`config.mk`:
```
export PLATFORM = sky130hd
export DESIGN_NAME = fifo_uart_tx_flat
export DESIGN_NICKNAME = d
export VERILOG_FILES = /design/src/rtl/fifo_uart_tx_pkg.sv /design/src/rtl/fifo_uart_tx_if.sv /design/src/rtl/fifo_uart_tx_baud_gen.sv /design/src/rtl/fifo_uart_tx.sv /design/src/flat_wrapper.sv
export SDC_FILE = /design/constraint.sdc
export NUM_CORES = 1
export LEC_CHECK = 0
export ABC_AREA = 1
export CAP_MARGIN = 20
export CORE_ASPECT_RATIO = 1.4
export CORE_UTILIZATION = 39
export CTS_BUF_LIST = sky130_fd_sc_hd__clkbuf_16
export DETAILED_ROUTE_END_ITERATION = 7
export PLACE_DENSITY_LB_ADDON = 0.05
export SETUP_SLACK_MARGIN = 0.05
export SLEW_MARGIN = 20
export SYNTH_ARGS = -nofsm -noshare
export SYNTH_HDL_FRONTEND = slang
export SYNTH_HIERARCHICAL = 1
export SYNTH_SLANG_ARGS = --single-unit
```
`constraint.sdc`:
```
create_clock -name clk -period 2.6 [get_ports clk]
set_clock_uncertainty 0.15 [all_clocks]
set_input_delay 0.39 -clock clk [delete_from_list [all_inputs] [get_ports clk]]
set_output_delay 0.39 -clock clk [all_outputs]
set_load 0.05 [all_outputs]
```
`src/rtl/fifo_uart_tx_pkg.sv`:
```
// Shared definitions for the FIFO-drain UART transmitter: frame state
// encodings and line levels, kept here so a future UART receiver can reuse them.
package fifo_uart_tx_pkg;

  // Frame states; the encodings are fixed so other blocks can decode them.
  typedef enum logic [1:0] {
    ST_IDLE  = 2'd0,
    ST_START = 2'd1,
    ST_DATA  = 2'd2,
    ST_STOP  = 2'd3
  } tx_state_e;

  localparam logic IDLE_LEVEL  = 1'b1;
  localparam logic START_LEVEL = 1'b0;

  // Line level driven while in a given state; data_bit is used only in DATA.
  function automatic logic line_level(input tx_state_e st, input logic data_bit);
    case (st)
      ST_START: line_level = START_LEVEL;
      ST_DATA:  line_level = data_bit;
      default:  line_level = IDLE_LEVEL;
    endcase
  endfunction

endpackage

```
`src/rtl/fifo_uart_tx_if.sv`:
```
// FIFO pull port as seen by the transmitter (master) and by the
// arbiter/FIFO side (slave).
interface fifo_uart_tx_if #(
  parameter int DW = 8
) ();
  logic          fifo_req;
  logic          fifo_gnt;
  logic          fifo_stb;
  logic          fifo_op;
  logic [DW-1:0] fifo_data_read;
  logic          fifo_empty;

  modport master (
    output fifo_req,
    output fifo_stb,
    output fifo_op,
    input  fifo_gnt,
    input  fifo_data_read,
    input  fifo_empty
  );

  modport slave (
    input  fifo_req,
    input  fifo_stb,
    input  fifo_op,
    output fifo_gnt,
    output fifo_data_read,
    output fifo_empty
  );
endinterface

```
`src/rtl/fifo_uart_tx_baud_gen.sv`:
```
// Bit-period timer: counts 0..CLKS_PER_BIT-1 and flags the last cycle of
// each serial bit. Held at zero while clr is high so every frame starts
// with a full-length start bit.
module fifo_uart_tx_baud_gen #(
  parameter int CLKS_PER_BIT = 16
) (
  input  logic clk,
  input  logic rst,
  input  logic clr,
  output logic bit_tick
);
  localparam int CW = (CLKS_PER_BIT > 1) ? $clog2(CLKS_PER_BIT) : 1;
  localparam logic [CW-1:0] CNT_LAST = CW'(CLKS_PER_BIT - 1);
  localparam logic [CW-1:0] CNT_ONE  = CW'(1);
  localparam logic [CW-1:0] CNT_ZERO = CW'(0);

  logic [CW-1:0] cnt_r;

  // A tick is suppressed while cleared so nothing advances in IDLE.
  assign bit_tick = (cnt_r == CNT_LAST) & ~clr;

  // Bit-period counter; wraps on the bit boundary, never overflows.
  always_ff @(posedge clk or posedge rst) begin
    if (rst) begin
      cnt_r <= CNT_ZERO;
    end else if (clr || bit_tick) begin
      cnt_r <= CNT_ZERO;
    end else begin
      cnt_r <= cnt_r + CNT_ONE;
    end
  end
endmodule

```
`src/rtl/fifo_uart_tx.sv`:
```
// FIFO drain side: pulls one word per frame through the shared FIFO port
// and sends it as start bit, DW data bits LSB first, stop bit.
module fifo_uart_tx
  import fifo_uart_tx_pkg::*;
#(
  parameter int DW           = 8,
  parameter int CLKS_PER_BIT = 16
) (
  input  logic           clk,
  input  logic           rst,
  fifo_uart_tx_if.master fifo,
  output logic           tx,
  output logic           busy
);
  localparam int BW = $clog2(DW + 1);
  localparam logic [BW-1:0] BIT_LAST = BW'(DW - 1);
  localparam logic [BW-1:0] BIT_ONE  = BW'(1);
  localparam logic [BW-1:0] BIT_ZERO = BW'(0);

  tx_state_e     state_r, next_state_s;
  logic [DW-1:0] shift_r, shift_next_s;
  logic [BW-1:0] bit_cnt_r, bit_cnt_next_s;
  logic          tx_r, busy_r;
  logic          req_s, pull_s, bit_tick_s, baud_clr_s;

  // Request only from IDLE; reset masks it so no pull can slip through.
  assign req_s      = (state_r == ST_IDLE) & ~fifo.fifo_empty & ~rst;
  assign pull_s     = req_s & fifo.fifo_gnt;
  assign baud_clr_s = (state_r == ST_IDLE);

  assign fifo.fifo_req = req_s;
  assign fifo.fifo_stb = pull_s;
  assign fifo.fifo_op  = 1'b1;
  assign tx            = tx_r;
  assign busy          = busy_r;

  fifo_uart_tx_baud_gen #(
    .CLKS_PER_BIT(CLKS_PER_BIT)
  ) u_baud_gen (
    .clk      (clk),
    .rst      (rst),
    .clr      (baud_clr_s),
    .bit_tick (bit_tick_s)
  );

  // Next-state, shift and bit-count logic for the frame sequencer.
  always_comb begin
    next_state_s   = state_r;
    shift_next_s   = shift_r;
    bit_cnt_next_s = bit_cnt_r;
    case (state_r)
      ST_IDLE: begin
        bit_cnt_next_s = BIT_ZERO;
        if (pull_s) begin
          next_state_s = ST_START;
          shift_next_s = fifo.fifo_data_read;
        end else begin
          next_state_s = ST_IDLE;
        end
      end
      ST_START: begin
        if (bit_tick_s) begin
          next_state_s = ST_DATA;
        end else begin
          next_state_s = ST_START;
        end
      end
      ST_DATA: begin
        if (bit_tick_s) begin
          shift_next_s = {1'b0, shift_r[DW-1:1]};
          if (bit_cnt_r == BIT_LAST) begin
            next_state_s   = ST_STOP;
            bit_cnt_next_s = BIT_ZERO;
          end else begin
            next_state_s   = ST_DATA;
            bit_cnt_next_s = bit_cnt_r + BIT_ONE;
          end
        end else begin
          next_state_s = ST_DATA;
        end
      end
      ST_STOP: begin
        if (bit_tick_s) begin
          next_state_s = ST_IDLE;
        end else begin
          next_state_s = ST_STOP;
        end
      end
      default: begin
        next_state_s   = ST_IDLE;
        bit_cnt_next_s = BIT_ZERO;
      end
    endcase
  end

  // State and datapath registers; tx/busy are registered from the next
  // state so the line falls on the very edge that closes the pull cycle.
  always_ff @(posedge clk or posedge rst) begin
    if (rst) begin
      state_r   <= ST_IDLE;
      shift_r   <= {DW{1'b0}};
      bit_cnt_r <= BIT_ZERO;
      tx_r      <= IDLE_LEVEL;
      busy_r    <= 1'b0;
    end else begin
      state_r   <= next_state_s;
      shift_r   <= shift_next_s;
      bit_cnt_r <= bit_cnt_next_s;
      tx_r      <= line_level(next_state_s, shift_next_s[0]);
      busy_r    <= (next_state_s != ST_IDLE);
    end
  end
endmodule
```
`src/flat_wrapper.sv`:
```
// flat-port wrapper written by rule: the top's interface ports become plain ports
module fifo_uart_tx_flat import fifo_uart_tx_pkg::*;
#(
  parameter int DW           = 8,
  parameter int CLKS_PER_BIT = 16
)
  (clk, rst, tx, busy, fifo_fifo_req, fifo_fifo_stb, fifo_fifo_op, fifo_fifo_gnt, fifo_fifo_data_read, fifo_fifo_empty);
  fifo_uart_tx_if #(.DW(DW)) fifo_i ();
  input  logic clk;
  input  logic rst;
  output logic tx;
  output logic busy;
  output wire logic [$bits(fifo_i.fifo_req)-1:0] fifo_fifo_req;
  output wire logic [$bits(fifo_i.fifo_stb)-1:0] fifo_fifo_stb;
  output wire logic [$bits(fifo_i.fifo_op)-1:0] fifo_fifo_op;
  input wire logic [$bits(fifo_i.fifo_gnt)-1:0] fifo_fifo_gnt;
  input wire logic [$bits(fifo_i.fifo_data_read)-1:0] fifo_fifo_data_read;
  input wire logic [$bits(fifo_i.fifo_empty)-1:0] fifo_fifo_empty;
  assign fifo_fifo_req = fifo_i.fifo_req;
  assign fifo_fifo_stb = fifo_i.fifo_stb;
  assign fifo_fifo_op = fifo_i.fifo_op;
  assign fifo_i.fifo_gnt = fifo_fifo_gnt;
  assign fifo_i.fifo_data_read = fifo_fifo_data_read;
  assign fifo_i.fifo_empty = fifo_fifo_empty;
  fifo_uart_tx #(.DW(DW), .CLKS_PER_BIT(CLKS_PER_BIT)) u_core (.clk(clk), .rst(rst), .fifo(fifo_i), .tx(tx), .busy(busy));
endmodule
```
; Word-level counts from Yosys, hierarchy flattened
; Index checks and enable logic that the tools add are counted.
[classes]
bitwise_logic = 7
mux = 14
addsub = 2
eq_ne = 9
n_reduce_logical = 6
[op_table]
columns = cell, count
row1 = $mux W8, 2
row2 = $pmux W8 S2, 1
row3 = $mux W4, 3
row4 = $add A4 B1 Y4 const B, 2
row5 = $pmux W2 S4, 1
row6 = $pmux W4 S2, 1
row7 = $eq A2 B2 Y1 const B, 3
row8 = $and A1 B1 Y1, 4
row9 = $eq A2 B1 Y1 const B, 2
row10 = $eq A4 B3 Y1 const B, 1
row11 = $eq A4 B4 Y1 const B, 1
row12 = $mux W2, 2
row13 = $ne A2 B2 Y1 const B, 2
row14 = $reduce_bool A2 Y1, 2
row15 = $mux W1, 3
row16 = $not A1 Y1, 3
row17 = $reduce_and A3 Y1, 1
row18 = $logic_not A2 Y1, 1
row19 = $pmux W1 S2, 1
row20 = $reduce_and A2 Y1, 1
row21 = $logic_or A1 B1 Y1, 1
[word_totals]
in_bits = 12
out_inout_bits = 5
word_cells = 45
reg_bits = 20

; Longest topological paths before layout
[depth]
ltp_word = 8
mapped_depth = 11
ltp_nobuf = 11

; Hierarchy
; The synthesis kept the hierarchy.
[modules_own_cells]
columns = mod, area_each_um2, seq_area_each_um2, n_inst, cells_per_inst
row1 = fifo_uart_tx, 832.0, 401.6, 1, 94
row2 = fifo_uart_tx_baud_gen, 197.7, 100.1, 1, 20

; Worst setup path after synthesis
; Ideal clock, no wire load.
[synth_timing]
path_type = register -> output
startpoint = reg u_core.state_r[1]
endpoint = out fifo_fifo_req
required_ns = 2.060
stages_incl_launch_ff = 4
n_path_buf = 0
setup_slack_ns = 0.385
arrival_ns = 1.675
path_cell_list = dfrtp_1 > inv_1 > nand2_1 > nor3_1
[synth_via]
elab_chain_len = 3
[synth_lines]
columns = element, line_no
row1 = "start, declared", fifo_uart_tx.sv:20  ; tx_state_e state_r, next_state_s;
row2 = "start signal, assigned", fifo_uart_tx.sv:106  ; state_r <= next_state_s;
row3 = $logic_not A2 Y1, fifo_uart_tx.sv:27  ; assign req_s = (state_r == ST_IDLE) & ~fifo.fifo_empty & ~rst;
row4 = $and A1 B1 Y1 (2 in series), fifo_uart_tx.sv:27
row5 = "end, declared", flat_wrapper.sv:13  ; output wire logic [$bits(fifo_i.fifo_req)-1:0] fifo_fifo_req;
; No other way between the ends.

; Worst setup path after layout
[layout_timing]
startpoint = in rst
endpoint = out fifo_fifo_stb
[layout_via]
elab_chain_len = 3
[layout_lines]
columns = element, line_no
row1 = "start, declared", flat_wrapper.sv:10  ; input logic rst;
row2 = $not A1 Y1, fifo_uart_tx.sv:27
row3 = $and A1 B1 Y1, fifo_uart_tx.sv:27
row4 = $and A1 B1 Y1, fifo_uart_tx.sv:28  ; assign pull_s = req_s & fifo.fifo_gnt;
row5 = "end, declared", flat_wrapper.sv:14  ; output wire logic [$bits(fifo_i.fifo_stb)-1:0] fifo_fifo_stb;
; No other way between the ends.

==> results.py <==
metrics = {
    "pwr": {
        "leakagePower_nw": 0.601,
        "ir_drop_mv": 0.395,
        "total_power_mw": 0.652,
        "power.density_nw_per_um2": 499,
    },
    "global_routing": {
        "track_usage": 0.145,
        "grt_pass1_wl_um": 3050,
        "gr-total-overflow": 0,
        "grt_max_degree": 17,
        "antenna_found_initial": 0,
        "grt_pass1_vias": 732,
    },
    "place": {
        "port_buffers": 15,
        "place_hpwl_um": 1370,
        "gp_congestion": 0.823,
    },
    "status": {
        "status": "finished, final reports clean",
    },
    "synthesis": {
        "netlist_instances": 114,
        "synth-main-ff-cell": "dfrtp_1",
        "synth_top_area_cell": "dfrtp_1",
        "synth_area_leaders": "dfrtp_1 (46%), nand2_1 (7.7%), inv_1 (5.1%)",
        "synthTopCellsByCount": "nand2_1 (21), dfrtp_1 (19), inv_1 (14), nor2_1 (8), nand3_1 (7)",
        "synth_top_area_share": 0.462,
        "synth.distinct_cells": 27,
        "synth-seq-cells": 20,
        "syn_area_per_cell_um2": 9.03,
        "syn_area_um2": 1030,
        "async_flop_share": 1.00,
        "synth-edff-count": 0,
        "synth_nets": 128,
        "synth_seq_area_share": 0.487,
        "yosysMostFrequentCell": "nand2_1",
        "yosysWarnings": 6,
    },
    "cells_and_area": {
        "utilization": 0.536,
        "nets": 148,
        "antenna_cells": 0,
        "nFillCells": 240,
        "drive_gt1_frac": 0.188,
        "syn2layout_area_growth_pct": 27.1,
    },
    "floorplan": {
        "start_util": 0.421,
        "placementRows": 21,
        "dieWidth_um": 45.4,
        "die_h_um": 62.8,
        "die_area_um2": 2850,
        "io_pins": 17,
        "coreArea_um2": 2440,
    },
    "critical_path": {
        "worstSetupStartpointType": "primary input",
        "cp_data_required_time_ps": 2060,
        "end_kind": "output port",
        "crit_type": "primary input to output port",
        "ff2ff_setup_slack_ps": 790,
        "r2r_end": "u_core/bit_cnt_r[3]",
        "crit_fanout": 8,
        "arrival_ps": 1560,
        "crit-reg2reg-launch": "u_core/u_baud_gen/cnt_r[0]",
        "ff2ff_path_depth": 10,
    },
    "routing": {
        "first_iter_violations": 10,
        "first_pass_iters": 4,
        "wl_um": 1730,
        "via_per_inst": 4.70,
        "ant_nets": 0,
        "drc_errors": 0,
        "wl_per_cell_um": 10.4,
        "num_vias": 785,
    },
    "cts": {
        "clockBufferDepth": 2,
        "clkSinkCount": 20,
        "root_buffer": "clkbuf_16",
        "cts_max_level": 1,
        "cts_hold_buffers": 0,
        "cts_tree": "yes",
        "cts.reportedPaths.clkPinSlew_ps": 50,
        "cts_resized": 0,
        "cts_buffers": 3,
        "postCtsSetupBuffers": 0,
        "clk_latency_ps": 250,
    },
    "timing": {
        "finalSetupViolCount": 0,
        "setup_tns_ps": 0,
        "tightest_slew_ps": 605,
        "period_needed_ps": 2100,
        "min_period_over_period": 0.807,
        "slew_violations": 0,
        "hold_viol": 0,
        "relSlewSlack": 0.597,
        "rsz0062_at_grt": "false",
        "clock.fmax_ghz": 0.477,
        "fin_hold_ws_ps": 245,
    },
    "worst_hold_path": {
        "holdCritPathClass": "primary input to asynchronous set/reset pin",
    },
    "flow_run": {
        "maxCapViolations": 0,
    },
}
==> state kept, by name, summed over array words and instances, names as in the netlist <==
name,count
u_core/shift_r,8
u_core/bit_cnt_r,4
u_core/u_baud_gen/cnt_r,4
u_core/state_r,2
u_core/busy,1
u_core/tx,1
==> logic make-up (layout without fill, tap and decap cells) <==
group	Yosys count	in the layout	share of synthesized area
DFF	20	20	0.487
AOI/OAI and AO/OA	18	18	0.126
other	1	1	0.00364
adders and majority gates	2	2	0.0243
and+or+nand+nor	53	53	0.279
buffers and inverters	20	39	0.0790
==> cell type report <==
cell class | instances | area (um^2) | area share
well taps | 34 | 42.5 | 0.0325
flip-flops and latches | 20 | 502 | 0.383
multi-input cells | 74 | 447 | 0.341
clock inverters | 1 | 3.75 | 0.00287
repair buffers | 16 | 165 | 0.126
inverters | 19 | 73.8 | 0.0564
clock buffers | 3 | 75.1 | 0.0574
==> stage by stage <==
stage | cells | cell area (um^2) | worst slack, ps
2_1_floorplan | 114 | 1030 | 385
3_3_place_gp | 163 | 1230 | 516
3_5_place_dp | 163 | 1230 | 484
4_1_cts | 167 | 1310 | 486
5_1_grt | 167 | 1310 | 376
6_report | 167 | 1310 | 502
==> how the worst max path moves through the flow <==
stage                     to              start  slack [ps]  cells after the start
6_report       fifo_fifo_stb                rst         500                      5
4_1_cts        fifo_fifo_stb                rst         490                      5
3_3_place_gp   fifo_fifo_stb                rst         520                      5
2_1_floorplan  fifo_fifo_req  u_core/state_r[1]         390                      3
5_1_grt        fifo_fifo_stb                rst         380                      5
3_5_place_dp   fifo_fifo_stb                rst         480                      5
==> critical path, stage by stage <==
cell and delay [ps]:
clkdlybuf4s50_1 450, nor2_1 220, nand3_4 160, inv_2 180
buf_12 160
==> routing by layer <==
| layer | vias up | part of all wire | track usage |
|---|---|---|---|
| li1 | 406 | - | - |
| met1 | 360 | 0.44 | 0.185 |
| met2 | 14 | 0.49 | 0.216 |
| met3 | 5 | 0.034 | 0.0260 |
| met4 | 0 | 0.029 | 0.0909 |
| met5 | - | 0 | 0 |
==> layout by cell type, fill, tap and decap left out, drive strengths merged, types with 2 or more instances in the layout <==
cell type / n
o211ai: 2
buf: 3
nand3: 10
a22oi: 4
ha: 2
dfrtp: 19
nand4: 2
clkdlybuf4s50: 13
clkbuf: 3
nand2: 24
nor2: 13
nor3: 2
inv: 20
a21oi: 3
o21ai: 6
==> where the power goes <==
group          switching [mW]  internal (mW)  leakage [nW]
sequential                  0          0.312         0.246
combinational          0.0134         0.0149         0.313
clock                   0.108          0.205        0.0423
total                   0.121          0.531         0.601
(Power assumes the default switching activity.)
